## src/rtl/cprv_ram_arbiter_if.sv

```systemverilog
// Requester-side bundle for one port of cprv_ram_arbiter: a request handshake
// and a response handshake with read data.
interface cprv_ram_arbiter_if #(
  parameter int ADDR_WIDTH = 7,
  parameter int DATA_WIDTH = 64
);
  logic                  req_valid;
  logic                  req_ready;
  logic                  req_we;
  logic [ADDR_WIDTH-1:0] req_addr;
  logic [DATA_WIDTH-1:0] req_wdata;
  logic                  resp_valid;
  logic                  resp_ready;
  logic [DATA_WIDTH-1:0] resp_rdata;

  modport master (
    output req_valid, req_we, req_addr, req_wdata, resp_ready,
    input  req_ready, resp_valid, resp_rdata
  );

  modport slave (
    input  req_valid, req_we, req_addr, req_wdata, resp_ready,
    output req_ready, resp_valid, resp_rdata
  );
endinterface

```

## src/rtl/cprv_ram_arbiter.sv

```systemverilog
// Two-port round-robin arbiter/sequencer for one single-port RAM with per-port
// one-entry response buffers. Define CPRV_RAM_ARB_FIXED_PRIO_EN for fixed port-0 priority.
module cprv_ram_arbiter #(
  parameter int ADDR_WIDTH = 7,
  parameter int DATA_WIDTH = 64
) (
  input  logic                  clk,
  input  logic                  rst,
  cprv_ram_arbiter_if.slave     p0,
  cprv_ram_arbiter_if.slave     p1,
  output logic                  ram_w_en,
  output logic [ADDR_WIDTH-1:0] ram_addr,
  output logic [DATA_WIDTH-1:0] ram_wdata,
  input  logic [DATA_WIDTH-1:0] ram_rdata
);

  logic [1:0]            req_valid, req_we, resp_ready;
  logic [ADDR_WIDTH-1:0] req_addr  [2];
  logic [DATA_WIDTH-1:0] req_wdata [2];

  logic [1:0]            elig, grant, infl_mine;
  logic                  gnt_sel;
  logic                  infl_v_q, infl_v_d, infl_port_q, infl_port_d;
  logic [1:0]            hold_v_q, hold_v_d;
  logic [DATA_WIDTH-1:0] hold_data_q [2];
  logic [DATA_WIDTH-1:0] hold_data_d [2];
`ifndef CPRV_RAM_ARB_FIXED_PRIO_EN
  logic                  prio_q, prio_d;
`endif

  assign req_valid    = {p1.req_valid, p0.req_valid};
  assign req_we       = {p1.req_we, p0.req_we};
  assign resp_ready   = {p1.resp_ready, p0.resp_ready};
  assign req_addr[0]  = p0.req_addr;
  assign req_addr[1]  = p1.req_addr;
  assign req_wdata[0] = p0.req_wdata;
  assign req_wdata[1] = p1.req_wdata;

  assign infl_mine = {infl_v_q & infl_port_q, infl_v_q & ~infl_port_q};

  // A port may not issue while its previous response is still unaccepted.
  assign elig = req_valid & ~hold_v_q & ~(infl_mine & ~resp_ready) & {2{~rst}};

  // NOTE: every always_comb output gets a default first so no path infers a latch.
  always_comb begin
    grant = 2'b00;
`ifdef CPRV_RAM_ARB_FIXED_PRIO_EN
    grant[0] = elig[0];
    grant[1] = elig[1] & ~elig[0];
`else
    prio_d = prio_q;
    if (elig == 2'b11) grant = prio_q ? 2'b10 : 2'b01;
    else               grant = elig;
    if (grant[0])      prio_d = 1'b1;
    else if (grant[1]) prio_d = 1'b0;
`endif
  end

  assign gnt_sel     = grant[1];
  assign ram_w_en    = (|grant) & req_we[gnt_sel];
  assign ram_addr    = req_addr[gnt_sel];
  assign ram_wdata   = req_wdata[gnt_sel];
  assign infl_v_d    = |grant;
  assign infl_port_d = grant[1];

  always_comb begin
    hold_v_d    = hold_v_q;
    hold_data_d = hold_data_q;
    for (int p = 0; p < 2; p++) begin
      if (hold_v_q[p]) begin
        if (resp_ready[p]) hold_v_d[p] = 1'b0;
      end else if (infl_mine[p] && !resp_ready[p]) begin
        hold_v_d[p]    = 1'b1;
        hold_data_d[p] = ram_rdata;
      end
    end
  end

  assign p0.req_ready  = grant[0];
  assign p1.req_ready  = grant[1];
  assign p0.resp_valid = hold_v_q[0] | infl_mine[0];
  assign p1.resp_valid = hold_v_q[1] | infl_mine[1];
  assign p0.resp_rdata = hold_v_q[0] ? hold_data_q[0] : ram_rdata;
  assign p1.resp_rdata = hold_v_q[1] ? hold_data_q[1] : ram_rdata;

  // NOTE: state registers use non-blocking assignments so all flops update together.
  always_ff @(posedge clk) begin
    if (rst) begin
      infl_v_q <= 1'b0;
      hold_v_q <= 2'b00;
`ifndef CPRV_RAM_ARB_FIXED_PRIO_EN
      prio_q   <= 1'b0;
`endif
    end else begin
      infl_v_q <= infl_v_d;
      hold_v_q <= hold_v_d;
`ifndef CPRV_RAM_ARB_FIXED_PRIO_EN
      prio_q   <= prio_d;
`endif
    end
  end

  // NOTE: payload registers are left unreset; their valid bits qualify them.
  always_ff @(posedge clk) begin
    infl_port_q <= infl_port_d;
    hold_data_q <= hold_data_d;
  end

endmodule

```

## src/flat_wrapper.sv

```systemverilog
// flat-port wrapper written by rule: the top's interface ports become plain ports
module cprv_ram_arbiter_flat 
#(
  parameter int ADDR_WIDTH = 7,
  parameter int DATA_WIDTH = 64
)
  (clk, rst, ram_w_en, ram_addr, ram_wdata, ram_rdata, p0_req_valid, p0_req_we, p0_req_addr, p0_req_wdata, p0_resp_ready, p0_req_ready, p0_resp_valid, p0_resp_rdata, p1_req_valid, p1_req_we, p1_req_addr, p1_req_wdata, p1_resp_ready, p1_req_ready, p1_resp_valid, p1_resp_rdata);
  cprv_ram_arbiter_if #(.ADDR_WIDTH(ADDR_WIDTH), .DATA_WIDTH(DATA_WIDTH)) p0_i ();
  cprv_ram_arbiter_if #(.ADDR_WIDTH(ADDR_WIDTH), .DATA_WIDTH(DATA_WIDTH)) p1_i ();
  input  logic clk;
  input  logic rst;
  output logic ram_w_en;
  output logic [ADDR_WIDTH-1:0] ram_addr;
  output logic [DATA_WIDTH-1:0] ram_wdata;
  input  logic [DATA_WIDTH-1:0] ram_rdata;
  input wire logic [$bits(p0_i.req_valid)-1:0] p0_req_valid;
  input wire logic [$bits(p0_i.req_we)-1:0] p0_req_we;
  input wire logic [$bits(p0_i.req_addr)-1:0] p0_req_addr;
  input wire logic [$bits(p0_i.req_wdata)-1:0] p0_req_wdata;
  input wire logic [$bits(p0_i.resp_ready)-1:0] p0_resp_ready;
  output wire logic [$bits(p0_i.req_ready)-1:0] p0_req_ready;
  output wire logic [$bits(p0_i.resp_valid)-1:0] p0_resp_valid;
  output wire logic [$bits(p0_i.resp_rdata)-1:0] p0_resp_rdata;
  input wire logic [$bits(p1_i.req_valid)-1:0] p1_req_valid;
  input wire logic [$bits(p1_i.req_we)-1:0] p1_req_we;
  input wire logic [$bits(p1_i.req_addr)-1:0] p1_req_addr;
  input wire logic [$bits(p1_i.req_wdata)-1:0] p1_req_wdata;
  input wire logic [$bits(p1_i.resp_ready)-1:0] p1_resp_ready;
  output wire logic [$bits(p1_i.req_ready)-1:0] p1_req_ready;
  output wire logic [$bits(p1_i.resp_valid)-1:0] p1_resp_valid;
  output wire logic [$bits(p1_i.resp_rdata)-1:0] p1_resp_rdata;
  assign p0_i.req_valid = p0_req_valid;
  assign p0_i.req_we = p0_req_we;
  assign p0_i.req_addr = p0_req_addr;
  assign p0_i.req_wdata = p0_req_wdata;
  assign p0_i.resp_ready = p0_resp_ready;
  assign p0_req_ready = p0_i.req_ready;
  assign p0_resp_valid = p0_i.resp_valid;
  assign p0_resp_rdata = p0_i.resp_rdata;
  assign p1_i.req_valid = p1_req_valid;
  assign p1_i.req_we = p1_req_we;
  assign p1_i.req_addr = p1_req_addr;
  assign p1_i.req_wdata = p1_req_wdata;
  assign p1_i.resp_ready = p1_resp_ready;
  assign p1_req_ready = p1_i.req_ready;
  assign p1_resp_valid = p1_i.resp_valid;
  assign p1_resp_rdata = p1_i.resp_rdata;
  cprv_ram_arbiter #(.ADDR_WIDTH(ADDR_WIDTH), .DATA_WIDTH(DATA_WIDTH)) u_core (.clk(clk), .rst(rst), .p0(p0_i), .p1(p1_i), .ram_w_en(ram_w_en), .ram_addr(ram_addr), .ram_wdata(ram_wdata), .ram_rdata(ram_rdata));
endmodule
```

## config.mk

```make
export PLATFORM = sky130hd
export DESIGN_NAME = cprv_ram_arbiter_flat
export DESIGN_NICKNAME = d
export VERILOG_FILES = /design/src/rtl/cprv_ram_arbiter_if.sv /design/src/rtl/cprv_ram_arbiter.sv /design/src/flat_wrapper.sv
export SDC_FILE = /design/constraint.sdc
export NUM_CORES = 1
export LEC_CHECK = 0
export ABC_AREA = 1
export CAP_MARGIN = 10
export CORE_AREA = 2 2 161 163
export CTS_CLUSTER_SIZE = 16
export DETAILED_ROUTE_END_ITERATION = 12
export DIE_AREA = 0 0 163 165
export PLACE_DENSITY = 0.64
export SLEW_MARGIN = 20
export SYNTH_ARGS = -nofsm -noshare
export SYNTH_HDL_FRONTEND = slang
export SYNTH_SLANG_ARGS = --single-unit
```

## constraint.sdc

```tcl
create_clock -name clk -period 8.8 [get_ports clk]
set_input_delay 1.76 -clock clk [delete_from_list [all_inputs] [get_ports clk]]
set_output_delay 1.76 -clock clk [all_outputs]
set_load 0.05 [all_outputs]
```

==> run_summary.xml <==
<?xml version="1.0" encoding="UTF-8"?>
<metrics>
  <group name="drt">
    <metric name="num_vias" unit="">6431</metric>
    <metric name="drt_first_iter_violations" unit="">370</metric>
    <metric name="post_drt_via_cell_ratio" unit="">4.30</metric>
    <metric name="wirelength" unit="mm">24.5</metric>
    <metric name="final_antenna_net_count" unit="">0</metric>
    <metric name="drc" unit="">0</metric>
    <metric name="route.detailed.wl_per_inst" unit="um">16.3</metric>
    <metric name="drt_pre_antenna_iters" unit="">5</metric>
  </group>
  <group name="global_routing">
    <metric name="grt.total_usage" unit="%">16.8</metric>
    <metric name="grt_antenna_before_repair" unit="">2</metric>
    <metric name="grt.overflow.total" unit="">0</metric>
    <metric name="first_global_vias" unit="">5941</metric>
    <metric name="grt_first_pass_wirelength" unit="mm">34.2</metric>
    <metric name="grt_start_max_net_pins" unit="">86</metric>
  </group>
  <group name="clocking">
    <metric name="cts.sinks" unit="">133</metric>
    <metric name="tritoncts.num_buffers" unit="">17</metric>
    <metric name="h-tree-depth" unit="">4</metric>
    <metric name="clkLatencyLatePin" unit="ns">0.41</metric>
    <metric name="cts-hold-fix-buffers" unit="">0</metric>
    <metric name="cts_root_buffer" unit="">sky130_fd_sc_hd__clkbuf_16</metric>
    <metric name="postCtsSetupBuffers" unit="">0</metric>
    <metric name="path_clk_slew" unit="ns">0.06</metric>
    <metric name="cts_tree" unit="">yes</metric>
    <metric name="post_cts_resized" unit="">0</metric>
    <metric name="cts_buffer_depth" unit="">2</metric>
  </group>
  <group name="final_layout">
    <metric name="drive_above_1_share" unit="%">4.03</metric>
    <metric name="layout.nets" unit="">1368</metric>
    <metric name="finish.utilization" unit="%">46.0</metric>
    <metric name="fin_cells" unit="">1497</metric>
    <metric name="diodes" unit="">0</metric>
    <metric name="fill_cell_total_of_the_finished_layout" unit="">2413</metric>
    <metric name="syn2layout_area_growth" unit="%">76.2</metric>
  </group>
  <group name="synth">
    <metric name="yosysSeqAreaShare" unit="%">60.3</metric>
    <metric name="synth_cells" unit="">755</metric>
    <metric name="yosys_warnings" unit="">0</metric>
    <metric name="synth.cell_area" unit="um2">6540</metric>
    <metric name="synth_area_per_cell" unit="um2">8.66</metric>
    <metric name="yosysUniqueCellTypes" unit="">16</metric>
    <metric name="ys_seq_elements" unit="">133</metric>
    <metric name="syn_nets" unit="">969</metric>
  </group>
  <group name="critical_path">
    <metric name="crit_cells" unit="">9</metric>
    <metric name="critPathCapture" unit="">ram_wdata[49]</metric>
    <metric name="ff2ff_setup_slack" unit="ns">5.97</metric>
    <metric name="capture_instance_of_the_worst_register_to_register_path" unit="">u_core.hold_data_q[106]</metric>
    <metric name="slowest_delay" unit="ns">0.80</metric>
    <metric name="worst-r2r-cell-count" unit="">3</metric>
    <metric name="worst-path-buf-inv" unit="">4</metric>
    <metric name="critPathLaunch" unit="">p0_resp_ready</metric>
    <metric name="path_class" unit="">in -&gt; out</metric>
    <metric name="startpoint_type" unit="">input port</metric>
    <metric name="critical_path_arrival" unit="ns">4.47</metric>
    <metric name="required" unit="ns">7.04</metric>
    <metric name="critical_path.slowest_cell" unit="">sky130_fd_sc_hd__clkdlybuf4s50_1</metric>
    <metric name="critical_path_peak_fanout" unit="">72</metric>
    <metric name="timing.rr.start" unit="">u_core.hold_v_q[0]</metric>
    <metric name="setup.worst_path.end_class" unit="">output port</metric>
    <metric name="path_delay_family" unit="">buffers and inverters</metric>
    <metric name="timing.critical_path.cells" unit="">clkdlybuf4s50_1, nand3b_1, nand3_1, nand2_2, inv_2, buf_4, nand2_1, nand2_1, clkdlybuf4s50_1</metric>
  </group>
  <group name="power_and_ir_drop">
    <metric name="power_report.internal_total" unit="mW">1.35</metric>
    <metric name="total_power" unit="mW">2.07</metric>
    <metric name="vdd_drop_max" unit="uV">142</metric>
    <metric name="combPwrFrac" unit="%">31.6</metric>
    <metric name="p_sw" unit="uW">718</metric>
    <metric name="power_frac_seq" unit="%">35.2</metric>
    <metric name="pwr-share-clk" unit="%">33.2</metric>
    <metric name="p_per_area" unit="nW/um2">180</metric>
    <metric name="power.static_leakage" unit="nW">4.48</metric>
    <metric name="power.switching_fraction" unit="%">34.7</metric>
  </group>
  <group name="sta">
    <metric name="period_share" unit="%">70.7</metric>
    <metric name="rsz0062_at_grt" unit="">no</metric>
    <metric name="drv_slew" unit="">0</metric>
    <metric name="final-setup-viol-count" unit="">0</metric>
    <metric name="achievable-frequency" unit="MHz">161</metric>
    <metric name="finalCriticalPeriod" unit="ns">6.23</metric>
    <metric name="finalClockSkew" unit="ns">0.00974</metric>
    <metric name="fin_ws" unit="ns">2.57</metric>
    <metric name="slew-limit-headroom" unit="%">35.3</metric>
    <metric name="tns" unit="ns">0</metric>
    <metric name="timing_hold_violations_final" unit="">0</metric>
    <metric name="worst_pin_slew" unit="ns">0.968</metric>
  </group>
  <group name="die">
    <metric name="starting_density_of_the_core" unit="%">26.1</metric>
    <metric name="die_x" unit="um">163</metric>
    <metric name="floorplan.die.height" unit="um">165</metric>
    <metric name="die_area" unit="um2">26900</metric>
    <metric name="floorplan.rows" unit="">58</metric>
    <metric name="core" unit="um2">25000</metric>
    <metric name="top_ports" unit="">418</metric>
  </group>
  <group name="status">
    <metric name="run_status" unit="">finished clean</metric>
  </group>
  <group name="placement">
    <metric name="gp_routability_congestion" unit="">0.759</metric>
    <metric name="hpwlAfterDp" unit="mm">18.2</metric>
    <metric name="port_buffers" unit="">417</metric>
    <metric name="dp_slack" unit="ns">2.57</metric>
    <metric name="place_inst" unit="">1465</metric>
  </group>
  <group name="run">
    <metric name="maxCapViolCount" unit="">0</metric>
  </group>
  <group name="hold_path">
    <metric name="holdCritPathClass" unit="">reg -&gt; reg</metric>
  </group>
</metrics>
-- layout by cell type (no fill, tap or decap) --
cell type	n
sky130_fd_sc_hd__dfxtp_4	2
sky130_fd_sc_hd__nor3_1	1
sky130_fd_sc_hd__inv_8	2
sky130_fd_sc_hd__inv_1	74
sky130_fd_sc_hd__nor2_4	2
sky130_fd_sc_hd__nor2_2	1
sky130_fd_sc_hd__clkbuf_16	17
sky130_fd_sc_hd__edfxtp_1	128
sky130_fd_sc_hd__a21oi_1	1
sky130_fd_sc_hd__clkdlybuf4s50_1	417
sky130_fd_sc_hd__buf_4	6
sky130_fd_sc_hd__nand2_1	353
sky130_fd_sc_hd__inv_6	5
sky130_fd_sc_hd__dfxtp_1	3
sky130_fd_sc_hd__clkinv_1	2
sky130_fd_sc_hd__nand2_2	1
sky130_fd_sc_hd__inv_2	5
sky130_fd_sc_hd__o21ai_0	128
sky130_fd_sc_hd__clkinvlp_4	2
sky130_fd_sc_hd__bufinv_16	1
sky130_fd_sc_hd__clkinv_4	3
sky130_fd_sc_hd__nand3b_1	1
sky130_fd_sc_hd__nand3_1	6
sky130_fd_sc_hd__nor2_1	6
-- layout make-up --
type                       instances  area, um2  area share, %
clock buffer                      17        425           3.69
inverter                          79        297           2.57
clock inverter                    15        145           1.26
tap                              330        413           3.58
multi-input combinational        500       2070           18.0
timing repair buffer             423       4220           36.6
sequential                       133       3950           34.3
-- layer usage --
layer  up-vias  part of all wire [%]  GRT usage (%)  wire length, um
met5         -                  0.11              0               27
met4         4                   1.6           4.47              386
met3        34                   9.1           6.23             2220
met2       238                    49           28.3            11900
met1      2925                    40           20.3             9880
li1       3230                     -              -                -
-- sequential cells by signal, indices dropped and copies added, names as in the netlist --
name,count
u_core.infl_v_q,1
u_core.infl_port_q,1
u_core.hold_data_q,128
u_core.hold_v_q,2
u_core.prio_q,1
-- synth_stat cells --
library cell               count  area share (%)
sky130_fd_sc_hd__inv_2         5            0.29
sky130_fd_sc_hd__clkbuf_1     17            0.98
sky130_fd_sc_hd__buf_6         8             1.4
sky130_fd_sc_hd__nand3b_1      1            0.11
sky130_fd_sc_hd__nand3_1       6            0.46
sky130_fd_sc_hd__nor2_2        1           0.096
sky130_fd_sc_hd__nand2_1     353              20
sky130_fd_sc_hd__nand2_2       1           0.096
sky130_fd_sc_hd__buf_2        18             1.4
sky130_fd_sc_hd__edfxtp_1    128              59
sky130_fd_sc_hd__inv_1        74             4.2
sky130_fd_sc_hd__o21ai_0     128             9.8
sky130_fd_sc_hd__a21oi_1       1           0.076
sky130_fd_sc_hd__nor3_1        1           0.076
sky130_fd_sc_hd__nor2_1        8            0.46
sky130_fd_sc_hd__dfxtp_1       5             1.5
-- tightest hold or removal path, delay by kind of cell (launching register included) --
kind	cells	cell delay, ns
and+or+nand+nor	2	0.15
DFF	1	0.32
-- power by group through the flow --
stage | sequential [mW] | combinational (mW) | clock, mW
finish | 0.729 | 0.654 | 0.686
global route | 0.731 | 0.684 | 0.732
CTS | 0.730 | 0.658 | 0.704
detailed placement | 0.743 | 0.656 | 0
global placement | 0.743 | 0.655 | 0
floorplan | 0.739 | 0.376 | 0
-- per-stage QoR --
stage / cell area (um2) / hold slack, ns
5_1_grt: 11500 / 0.590
4_1_cts: 11500 / 0.516
6_report: 11500 / 0.509
3_5_place_dp: 11000 / 0.506
3_3_place_gp: 11000 / 0.501
2_1_floorplan: 6540 / 0.479
-- worst min-delay path by stage --
stage | slack (ns) | start | cells after the start | endpoint
floorplan | 0.48 | u_core.prio_q | 2 | u_core.prio_q
global placement | 0.50 | u_core.prio_q | 2 | u_core.prio_q
detailed placement | 0.51 | u_core.prio_q | 2 | u_core.prio_q
CTS | 0.52 | u_core.prio_q | 2 | u_core.prio_q
global route | 0.59 | u_core.prio_q | 2 | u_core.prio_q
finish | 0.51 | u_core.prio_q | 2 | u_core.prio_q
-- logic make-up (layout without fill, tap and decap cells) --
family | Yosys count | count (layout) | share of synthesized area (%)
compound gates | 129 | 129 | 9.87
buf+inv | 122 | 534 | 8.26
flops | 133 | 133 | 60.3
simple gates | 371 | 371 | 21.6
Note: power is estimated with default switching activity, not from simulation.
